<file path="config.mk">
export PLATFORM = sky130hd
export DESIGN_NAME = sram_arbiter
export DESIGN_NICKNAME = d
export VERILOG_FILES = /design/src/rtl/sram_arbiter.sv
export SDC_FILE = /design/constraint.sdc
export NUM_CORES = 1
export LEC_CHECK = 0
export CAP_MARGIN = 5
export CORE_AREA = 2 2 138 140
export CTS_CLUSTER_SIZE = 24
export DETAILED_ROUTE_END_ITERATION = 8
export DIE_AREA = 0 0 140 142
export PLACE_DENSITY = 0.65
export SKIP_LAST_GASP = 1
export SLEW_MARGIN = 20
export SYNTH_ARGS = -nofsm -noshare
export SYNTH_HDL_FRONTEND = slang
export SYNTH_SLANG_ARGS = --single-unit
</file>
<file path="constraint.sdc">
create_clock -name clk_i -period 3.5 [get_ports clk_i]
set_input_delay 0.7 -clock clk_i [delete_from_list [all_inputs] [get_ports clk_i]]
set_output_delay 0.7 -clock clk_i [all_outputs]
set_load 0.01 [all_outputs]
</file>
<file path="src/rtl/sram_arbiter.sv">
// sram_arbiter: shares one single-port SRAM between two req/gnt/rvalid hosts.
//   Host 0 is instruction fetch and host 1 is data. Ties go to the current owner
//   until it has held the RAM for MaxBurst consecutive grants, then to the other host.
//   Read responses return one cycle after the grant and go to the host that issued them.
// Parameters:
//   Aw       SRAM word-address width
//   Dw       data and bit-mask width
//   MaxBurst consecutive grants to one host while the other waits (1..255)
// Ports:
//   clk_i, rst_ni                 clock, synchronous active-low reset
//   hN_req_i / hN_gnt_o           per-host request and same-cycle accept
//   hN_we_i, hN_addr_i,
//   hN_wdata_i, hN_wmask_i        per-host access attributes
//   hN_rdata_o / hN_rvalid_o      per-host read response
//   ram_*_o / ram_*_i             single-port SRAM macro port
//   stall_clr_i / stall_cnt_o     clear / saturating count of cycles with a refused host
//   err_o                         sticky: SRAM read valid seen with no read outstanding
module sram_arbiter #(
  parameter int unsigned Aw       = 12,
  parameter int unsigned Dw       = 32,
  parameter int unsigned MaxBurst = 4
) (
  input  logic          clk_i,
  input  logic          rst_ni,

  input  logic          h0_req_i,
  output logic          h0_gnt_o,
  input  logic          h0_we_i,
  input  logic [Aw-1:0] h0_addr_i,
  input  logic [Dw-1:0] h0_wdata_i,
  input  logic [Dw-1:0] h0_wmask_i,
  output logic [Dw-1:0] h0_rdata_o,
  output logic          h0_rvalid_o,

  input  logic          h1_req_i,
  output logic          h1_gnt_o,
  input  logic          h1_we_i,
  input  logic [Aw-1:0] h1_addr_i,
  input  logic [Dw-1:0] h1_wdata_i,
  input  logic [Dw-1:0] h1_wmask_i,
  output logic [Dw-1:0] h1_rdata_o,
  output logic          h1_rvalid_o,

  output logic          ram_req_o,
  output logic          ram_we_o,
  output logic [Aw-1:0] ram_addr_o,
  output logic [Dw-1:0] ram_wdata_o,
  output logic [Dw-1:0] ram_wmask_o,
  input  logic [Dw-1:0] ram_rdata_i,
  input  logic          ram_rvalid_i,

  input  logic          stall_clr_i,
  output logic [15:0]   stall_cnt_o,
  output logic          err_o
);

  localparam logic [7:0] MaxBurstW = 8'(MaxBurst);

  logic        owner_q, owner_d;
  logic [7:0]  burst_q, burst_d;
  logic        rd_pend_q;
  logic        rd_host_q;
  logic        rst_recover_q;
  logic [15:0] stall_q;
  logic        err_q;

  logic        tie_keep;
  logic        gnt0, gnt1;
  logic        refused;

  // Grant decision. A zero burst count only exists straight out of reset and means
  // nobody holds the RAM yet, so the tie goes to the non-owner (host 0).
  always_comb begin
    gnt0     = 1'b0;
    gnt1     = 1'b0;
    tie_keep = (burst_q != 8'd0) && (burst_q < MaxBurstW);
    if (rst_ni) begin
      case ({h1_req_i, h0_req_i})
        2'b01: gnt0 = 1'b1;
        2'b10: gnt1 = 1'b1;
        2'b11: begin
          if (tie_keep) begin
            gnt0 = ~owner_q;
            gnt1 = owner_q;
          end else begin
            gnt0 = owner_q;
            gnt1 = ~owner_q;
          end
        end
        default: ;
      endcase
    end
  end

  // SRAM request mux; zeros when idle.
  always_comb begin
    ram_we_o    = 1'b0;
    ram_addr_o  = '0;
    ram_wdata_o = '0;
    ram_wmask_o = '0;
    if (gnt0) begin
      ram_we_o    = h0_we_i;
      ram_addr_o  = h0_addr_i;
      ram_wdata_o = h0_wdata_i;
      ram_wmask_o = h0_wmask_i;
    end else if (gnt1) begin
      ram_we_o    = h1_we_i;
      ram_addr_o  = h1_addr_i;
      ram_wdata_o = h1_wdata_i;
      ram_wmask_o = h1_wmask_i;
    end
  end

  // Ownership and burst tracking. The granted host index equals gnt1.
  always_comb begin
    owner_d = owner_q;
    burst_d = burst_q;
    if (gnt0 || gnt1) begin
      if (gnt1 == owner_q) begin
        burst_d = (burst_q == 8'hFF) ? burst_q : burst_q + 8'd1;
      end else begin
        owner_d = gnt1;
        burst_d = 8'd1;
      end
    end
  end

  assign refused = (h0_req_i & ~gnt0) | (h1_req_i & ~gnt1);

  always_ff @(posedge clk_i) begin
    if (!rst_ni) begin
      owner_q       <= 1'b1;
      burst_q       <= 8'd0;
      rd_pend_q     <= 1'b0;
      rd_host_q     <= 1'b0;
      rst_recover_q <= 1'b1;
      stall_q       <= 16'd0;
      err_q         <= 1'b0;
    end else begin
      owner_q       <= owner_d;
      burst_q       <= burst_d;
      rd_pend_q     <= (gnt0 | gnt1) & ~ram_we_o;
      rd_host_q     <= gnt1;
      rst_recover_q <= 1'b0;
      if (stall_clr_i) begin
        stall_q <= 16'd0;
      end else if (refused && (stall_q != 16'hFFFF)) begin
        stall_q <= stall_q + 16'd1;
      end
      // A valid left over from a read dropped by reset is not an error.
      if (ram_rvalid_i && !rd_pend_q && !rst_recover_q) begin
        err_q <= 1'b1;
      end
    end
  end

  assign h0_gnt_o    = gnt0;
  assign h1_gnt_o    = gnt1;
  assign ram_req_o   = gnt0 | gnt1;
  assign h0_rvalid_o = rst_ni & ram_rvalid_i & rd_pend_q & ~rd_host_q;
  assign h1_rvalid_o = rst_ni & ram_rvalid_i & rd_pend_q & rd_host_q;
  assign h0_rdata_o  = ram_rdata_i;
  assign h1_rdata_o  = ram_rdata_i;
  assign stall_cnt_o = stall_q;
  assign err_o       = err_q;

endmodule

</file>
==> impl_summary.md, run 1 <==
Synth
After synthesis, flip-flops and latches occupy 20.7% of the total area. The area share of the largest cell type after synthesis is around 24%. The dominant register cell in the synthesized netlist is sky130_fd_sc_hd__dfxtp_1. The async set-reset flop share out of synthesis is 0%. Synthesis instantiated 43 different standard cells from the library. Of all cell types, the one taking the most synthesized area is sky130_fd_sc_hd__a22o_1. The average instance area after synthesis is approximately 8.2 µm². Synthesis inferred 29 register bits. The synthesized design contains 0 enable-type register cells.

By area the synthesized netlist is led by sky130_fd_sc_hd__a22o_1, sky130_fd_sc_hd__dfxtp_1, sky130_fd_sc_hd__buf_4. Synthesis produced a netlist with a net count of approximately 540. In this run the cell area of the synthesized design comes to 2810 µm². After technology mapping, the gate count stands at roughly 340. Yosys printed 0 warnings.

Placement
The sum of net half-perimeters after detailed placement is 12.1 mm. Buffers placed on the I/O ports in this run total roughly 260. The routability congestion estimate is 0.827. Before CTS, the worst setup slack after placement is 16.8 ps.

Detailed routing
The first detailed-routing pass took 8 iterations. The number of violations reported at the end of detailed-routing iteration 0 is between 150 and 200. After detailed routing, the number of remaining DRC violations is 25. The post-detailed-routing wire length is 14.7 mm.

Summing over every cut layer, the via total after detailed routing is 3359. Once detail routing completed, the nets flagged for antenna violations numbered 0. The average wire per standard cell is 18.7 µm.

The via density per instance is 4.26.

Worst setup path
The combined buffer and inverter count along the critical path is 5. In this design, the largest share of critical-path delay is due to buffers and inverters. Of all nets on the critical path, the largest fanout is 11. Data on the critical path is required at its endpoint by ~2800 ps. On the worst path, the slowest cell contributes a delay of 530 ps. The worst setup path is launched from a register.

The arrival time reported for the critical path endpoint is 2820 ps. The cell with the largest stage delay on the worst path is sky130_fd_sc_hd__clkdlybuf4s50_1. STA classifies the critical path endpoint as an output pin. The critical path is of the register to output pin type. The critical path goes through inv_1, ha_1, nor4_4, nand2_2, xnor2_4, a211oi_4, buf_6, bufbuf_16, buf_4, a22o_1, clkdlybuf4s50_1.

Timing
The final worst-path cycle share is 101%. In the post-route analysis, the smallest setup slack over all paths is -20.5 ps. The shortest clock period the worst path allows after layout is 3520 ps. Timing would allow up to ~0.28 GHz.

The headroom to the max-slew limit is 65.6%. The worst setup skew after layout is 7.50 ps. The number of max-slew violations in the final report is 0. Setup violations remaining at the end of the flow were counted as 1. At the pin with the least slew margin, the transition time is 512 ps.

Setup repair after global routing could not meet its margin everywhere. The count of endpoints failing hold in the final timing report was 0.

Global route
The first global-routing pass estimated 19.9 mm of wire. The met3 layer usage reported by global route is 4.34%. The most used routing layer in global routing is met2. Entering global routing, the biggest net connects 24 pins. Global routing finished with a remaining overflow of 0.

The met1 capacity usage during global routing is between 15 and 20%. For met2 alone, demand over resource in global routing was 20.4%. The initial antenna violation count came to 1. The number of global-route vias before repair is 3264. Global routing used 13.3% of the available tracks.

Power and ir drop
Power spread over the standard cell area amounts to 240 nW/µm². The static leakage is between 3 and 4 nW. The highest ir drop seen on vdd is 0.150 mV.

The completed layout was analyzed and its total power is 1.36 mW.

Clock network
The H-tree depth is 2. TritonCTS built the clock tree. The largest buffer count on any clock path is 2. The clock latency of the later-clocked register in the worst-skew pair is about 280 ps. The number of hold buffers added after cts is 0. The tree is rooted in a sky130_fd_sc_hd__clkbuf_16. After clock tree synthesis, the clock-pin slew on the worst setup and hold paths is 50 ps. Buffers inserted during clock tree synthesis total 5. Clock tree synthesis found a total of 29 sinks.

Run status
The run finished, with violations left. The final reports fail on DRC, setup timing.

Cells and area
The area growth from synthesis to final layout is 102%. Of the cells placed in the final design, the portion with a size suffix greater than 1 is 8.86%. For this run, the post-layout net count is 747.

Floorplan
Once the floorplan was initialized, standard cells occupied 15.2% of the core. The floorplan step defined a die boundary enclosing around 20000 µm². The row count is 50. The area of the core is 18500 µm². Measured along the y axis, the die boundary spans 142 µm. The width of the chip is 140 µm.

approximately 360 I/O pins were placed.

Min path
The min-delay analysis places its worst path in the category register to register.

Job
Max-cap violations in this run came to 0.
==> repair_timing <==
action / in CTS / in global routing
setup buffers: 3 / 1
hold endpoints to repair: 0 / 0
gates cloned: 1 / 0
gates resized for setup: 6 / 72
pin swaps: 1 / 0
setup endpoints to repair: 30 / 72
==> cells in the final DEF, fill, tap and decap left out, drive strengths merged, types with 6 or more instances in the layout <==
cell type      synthesis  layout
nand4                 11      11
nand2                 18      18
buf                   86      34
dlymetal6s2s           0      71
clkbuf                 3       6
nor2                  26      26
a22o                  77      77
nand3                 13      13
o21ai                  6       6
xor2                  12      12
inv                   11      11
dlygate4sd2            0       6
clkdlybuf4s50          0     181
dfxtp                 29      29
a21oi                  8       8
==> synthesized netlist by cell type (3+ instances only) <==
| cell | count |
|---|---|
| sky130_fd_sc_hd__clkbuf_1 | 3 |
| sky130_fd_sc_hd__o21ai_0 | 5 |
| sky130_fd_sc_hd__xor2_1 | 12 |
| sky130_fd_sc_hd__buf_4 | 70 |
| sky130_fd_sc_hd__and3_1 | 3 |
| sky130_fd_sc_hd__inv_1 | 10 |
| sky130_fd_sc_hd__a21oi_1 | 8 |
| sky130_fd_sc_hd__xnor2_1 | 3 |
| sky130_fd_sc_hd__or4_1 | 4 |
| sky130_fd_sc_hd__nand4_1 | 11 |
| sky130_fd_sc_hd__dfxtp_1 | 29 |
| sky130_fd_sc_hd__buf_6 | 3 |
| sky130_fd_sc_hd__ha_1 | 3 |
| sky130_fd_sc_hd__a22o_1 | 77 |
| sky130_fd_sc_hd__or3_1 | 3 |
| sky130_fd_sc_hd__nand3_1 | 12 |
| sky130_fd_sc_hd__nor2_1 | 26 |
| sky130_fd_sc_hd__buf_2 | 11 |
| sky130_fd_sc_hd__nand2_1 | 17 |
==> registers in the layout, indices dropped and copies added, names as in the netlist <==
name and count:
err_o 1, owner_q 1, rd_host_q 1, rst_recover_q 1
burst_q 8, stall_cnt_o 16, rd_pend_q 1
==> per-layer routing <==
metal	wire length [µm]	part of all wire, %	vias up
li1	-	-	1615
met2	6610	45	163
met1	6380	43	1550
met5	0	0	-
met4	374	2.5	0
met3	1350	9.2	31
==> final timing paths <==
| kind | start | endpoint | slack (ps) | depth (start not counted) |
|---|---|---|---|---|
| max | burst_q[1]$_SDFFE_PN0P_ | ram_wmask_o[31] | -20 | 11 |
| min | err_o$_SDFFE_PN0P_ | err_o$_SDFFE_PN0P_ | 470 | 2 |
| max reg2reg | burst_q[1]$_SDFFE_PN0P_ | rd_pend_q$_SDFF_PN0_ | 1160 | 10 |
| min reg2reg | err_o$_SDFFE_PN0P_ | err_o$_SDFFE_PN0P_ | 470 | 2 |
==> final cells by class <==
cell class	instances	area, µm²
fillers	1881	12800
repair buffers	293	3080
multi-input cells	212	1540
flip-flops and latches	29	581
well taps	234	293
clock buffers	6	129
inverters	11	41.3
clock inverters	2	10.0
diodes	1	2.50
==> kinds of logic after synthesis <==
family	share of synthesized area, %
buf+inv	24.8
fa+ha+maj	1.69
flops	20.7
compound gates	31.2
simple gates	15.9
xor+xnor	5.66
==> metrics by stage <==
step                      instance area, µm²  instances  util, %  TNS, ps  hold WS (ps)
final                                   5670        788     30.7    -20.5           469
after global routing                    5670        788     30.7     -153           505
after CTS                               5480        786     29.7     -882           476
after detailed placement                5300        774     28.7        0           464
after global placement                  5300        774     28.7        0           453
after floorplan                         2810        341        -        0           502
==> worst register-to-register path, delay by kind of cell, from the launching register on <==
family,cells,cell delay (ps)
buffers and inverters,4,520
XOR/XNOR,1,210
AO/OA/AOI/OAI,2,600
flip-flops,1,350
adder cells (fa/ha/maj),1,200
AND/OR/NAND/NOR,2,310
==> power breakdown <==
group	switching [mW]	total [mW]	internal, mW
logic	0.226	0.601	0.375
registers	0.00649	0.344	0.337
clock network	0.153	0.414	0.261
total	0.386	1.36	0.973
(Power assumes the default switching activity.)
==> run 2, diff against run 1 <==
--- a/config.mk
+++ b/config.mk
@@ -13,5 +13,5 @@
 export PLACE_DENSITY = 0.65
 export SKIP_LAST_GASP = 1
-export SLEW_MARGIN = 20
+export SLEW_MARGIN = 0
 export SYNTH_ARGS = -nofsm -noshare
 export SYNTH_HDL_FRONTEND = slang
==> constraint.sdc (replaced) <==
create_clock -name clk_i -period 3.5 [get_ports clk_i]
set_input_delay 0.7 -clock clk_i [delete_from_list [all_inputs] [get_ports clk_i]]
set_output_delay 0.7 -clock clk_i [all_outputs]
set_load 0.05 [all_outputs]
==> run 2 against run 1 <==
  * The run ends with DRC left
  * Clock-buffer cell count is 1 higher
  * First-iteration DRC count is 0.52% higher
  * Cell area rose by 8.6%
  * Die area did not move
  * Routed wire length fell by 1.6%
  * Critical path depth decreased by 1
  * Critical endpoint is now ram_wmask_o[11]
  * Largest cell class unchanged
  * Largest power group unchanged
==> impl_summary.md, run 2 (synthesis results as in run 1) <==
Run status
The run finished, with violations left. The checks that failed: DRC.

Worst setup path
Of all nets on the critical path, the largest fanout is 23. The setup slack of the worst register-to-register path is 1170 ps. The number of cells on the critical path is 10.

The largest delay contributor family on the critical path is buffers and inverters. Counting both buffers and inverters, the worst setup path holds a total of 4. For the worst setup path, the data arrival time is 2560 ps.

At the worst endpoint, the required time is 2800 ps. STA classifies the critical path endpoint as an output pin. The worst register-to-register path has a depth of 9. The critical path goes through inv_1, ha_1, nor4_4, nand2_2, xnor2_4, a211oi_4, buf_12, buf_4, a22o_1, buf_12.

The critical path class is register to output pin. The stage delay of the slowest cell on the critical path is approximately 370 ps. The most numerous cell type found on the critical path is sky130_fd_sc_hd__buf_12. The cell with the largest stage delay on the worst path is sky130_fd_sc_hd__dfxtp_2. The startpoint class of the critical path is a register.

Timing
The maximum frequency from static timing analysis is 0.306 GHz. The worst setup skew after layout is 7.86 ps. Counting I/O delays and the setup requirement, the final critical path takes approximately 3300 ps. After routing, the total negative slack on setup checks comes to 0 ps. The transition time at the pin with the least slew margin is 566 ps. The count of endpoints failing hold in the final timing report is 0. Setup violations remaining at the end of the flow were counted as 0. The number of max-slew violations in the final report is 0. Setup repair after global routing left no endpoint under its margin. Measured against its own limit, the worst slew margin works out to 62.1%. Dividing the final minimum period by the clock period gives approximately 93%.

Cells and area
Once layout is complete, the utilization of the core stands at between 30% and 40%. Leaving out fill and tap cells, the most frequent cells in the layout are sky130_fd_sc_hd__clkdlybuf4s50_1, sky130_fd_sc_hd__buf_12, sky130_fd_sc_hd__a22o_1. The number of standard cells in the layout, taps in and fillers out is 772. In the final layout, the share of cells above drive strength 1 is 21.8%. The total area of multi-input combinational cells is 1540 µm². The sequential cell area is between 500 and 600 µm².

The number of filler cells placed in the layout is between 1500 and 2000. The area growth from synthesis to final layout is 120%. The number of nets in the layout is 731.

The most common cell after layout, fill and taps aside is sky130_fd_sc_hd__clkdlybuf4s50_1. The register with the most flip-flops in the layout has 16 of them.

Clock network
CTS built an H-tree with a depth of 2. The tree is rooted in a sky130_fd_sc_hd__clkbuf_16. The register clock-pin slew on the reported worst setup and hold paths is 50 ps. The clock drives 29 sinks. The clock reaches the later pin of the worst-skew pair after 280 ps. The CTS tree is yes. Clock tree synthesis inserted a total of 5 buffers. The largest buffer count on any clock path is 2.

Global route
Summed over all layers, the global routing overflow is 0. The initial antenna violation count is 1. The first-pass GRT wire length is just under 20 mm. The maximum number of pins on one net before global-route repair is 47. Global routing used 13.2% of the available tracks across all layers. The number of global-route vias before repair is 3175.

Placement
The sum of net half-perimeters after detailed placement is 12.1 mm. The port buffer count is roughly 260. The post-placement cell count is 761. The routability congestion estimate is 0.791.

Min path
The number of cells on the worst hold path is 2. The class of the most critical hold timing path is register to register.

Detailed routing
The remaining antenna violation count after routing is 0. The average wire per standard cell is 18.8 µm. The via density per instance is between 4 and 5.

In the routed design, unresolved DRC markers number 24. In this run, the number of DRC markers left after iteration 0 of detailed routing was 193. The post-detailed-routing wire length is 14.5 mm. The via count of the routed design is 3290. Before antenna repair, the detailed router went through 9 iterations.

Floorplan
The count of pins on the block boundary is 355. The starting density of the core is 15.2%. The width of the chip is 140 µm. The die covers 19900 µm².

The floorplan has 50 rows. The area of the core is 18500 µm². Measured along the y axis, the die boundary spans 142 µm.

Power and ir drop
The overall power consumption is 1.82 mW. In this run the static leakage power is 2.38 nW. The power density over the cells is 295 nW/µm².

The highest ir drop seen on vdd is around 0.14 mV.

Job
Max-cap violations in this run came to 0.
==> run 2: what timing repair did <==
action | CTS | global route
hold buffers | 0 | 0
endpoints found under the hold margin | 0 | 0
setup buffers | 0 | 1
gates resized for setup | 0 | 1
setup endpoints to repair | 0 | 39
==> run 2: worst min-delay path, stage by stage (launching register included) <==
cell and delay (ps):
sky130_fd_sc_hd__dfxtp_1 320, sky130_fd_sc_hd__a21oi_1 40, sky130_fd_sc_hd__nor2_1 70
==> run 2: cell type report <==
cell class,count,area share [%]
Timing Repair Buffer,277,57.6
Multi-Input combinational cell,212,24.9
Sequential cell,29,9.44
Tap cell,234,4.75
Clock buffer,7,2.48
Inverter,11,0.670
Clock inverter,1,0.0812
Antenna cell,1,0.0406
==> run 2: path summary, 6_finish.rpt <==
kind / startpoint / to
hold / removal: err_o$_SDFFE_PN0P_ / err_o$_SDFFE_PN0P_
setup reg to reg: burst_q[0]$_SDFFE_PN0P_ / rd_pend_q$_SDFF_PN0_
setup / recovery: burst_q[0]$_SDFFE_PN0P_ / ram_wmask_o[11]
hold reg to reg: err_o$_SDFFE_PN0P_ / err_o$_SDFFE_PN0P_
==> run 2: through the flow <==
| step | hold WS [ps] | setup slack [ps] | instance area, µm² |
|---|---|---|---|
| after global routing | 503 | 62.1 | 6160 |
| after floorplan | 509 | 483 | 2810 |
| after CTS | 477 | 52.9 | 6130 |
| final | 468 | 236 | 6160 |
| after global placement | 473 | 304 | 5970 |
| after detailed placement | 467 | 325 | 5970 |
==> run 2: per-layer routing <==
layer	part of all wire, %	vias up	routed length (µm)	GRT usage [%]
met5	0	-	0	0
met4	4.1	0	590	5.90
met1	42	1489	6050	16.8
li1	-	1586	-	-
met2	45	174	6530	19.8
met3	9.1	41	1320	5.05
==> run 2: report_power, final <==
group,total [mW],switching (mW),internal (mW)
Clock,0.447,0.147,0.300
Combinational,1.03,0.497,0.529
Sequential,0.345,0.00745,0.338
Total,1.82,0.651,1.17
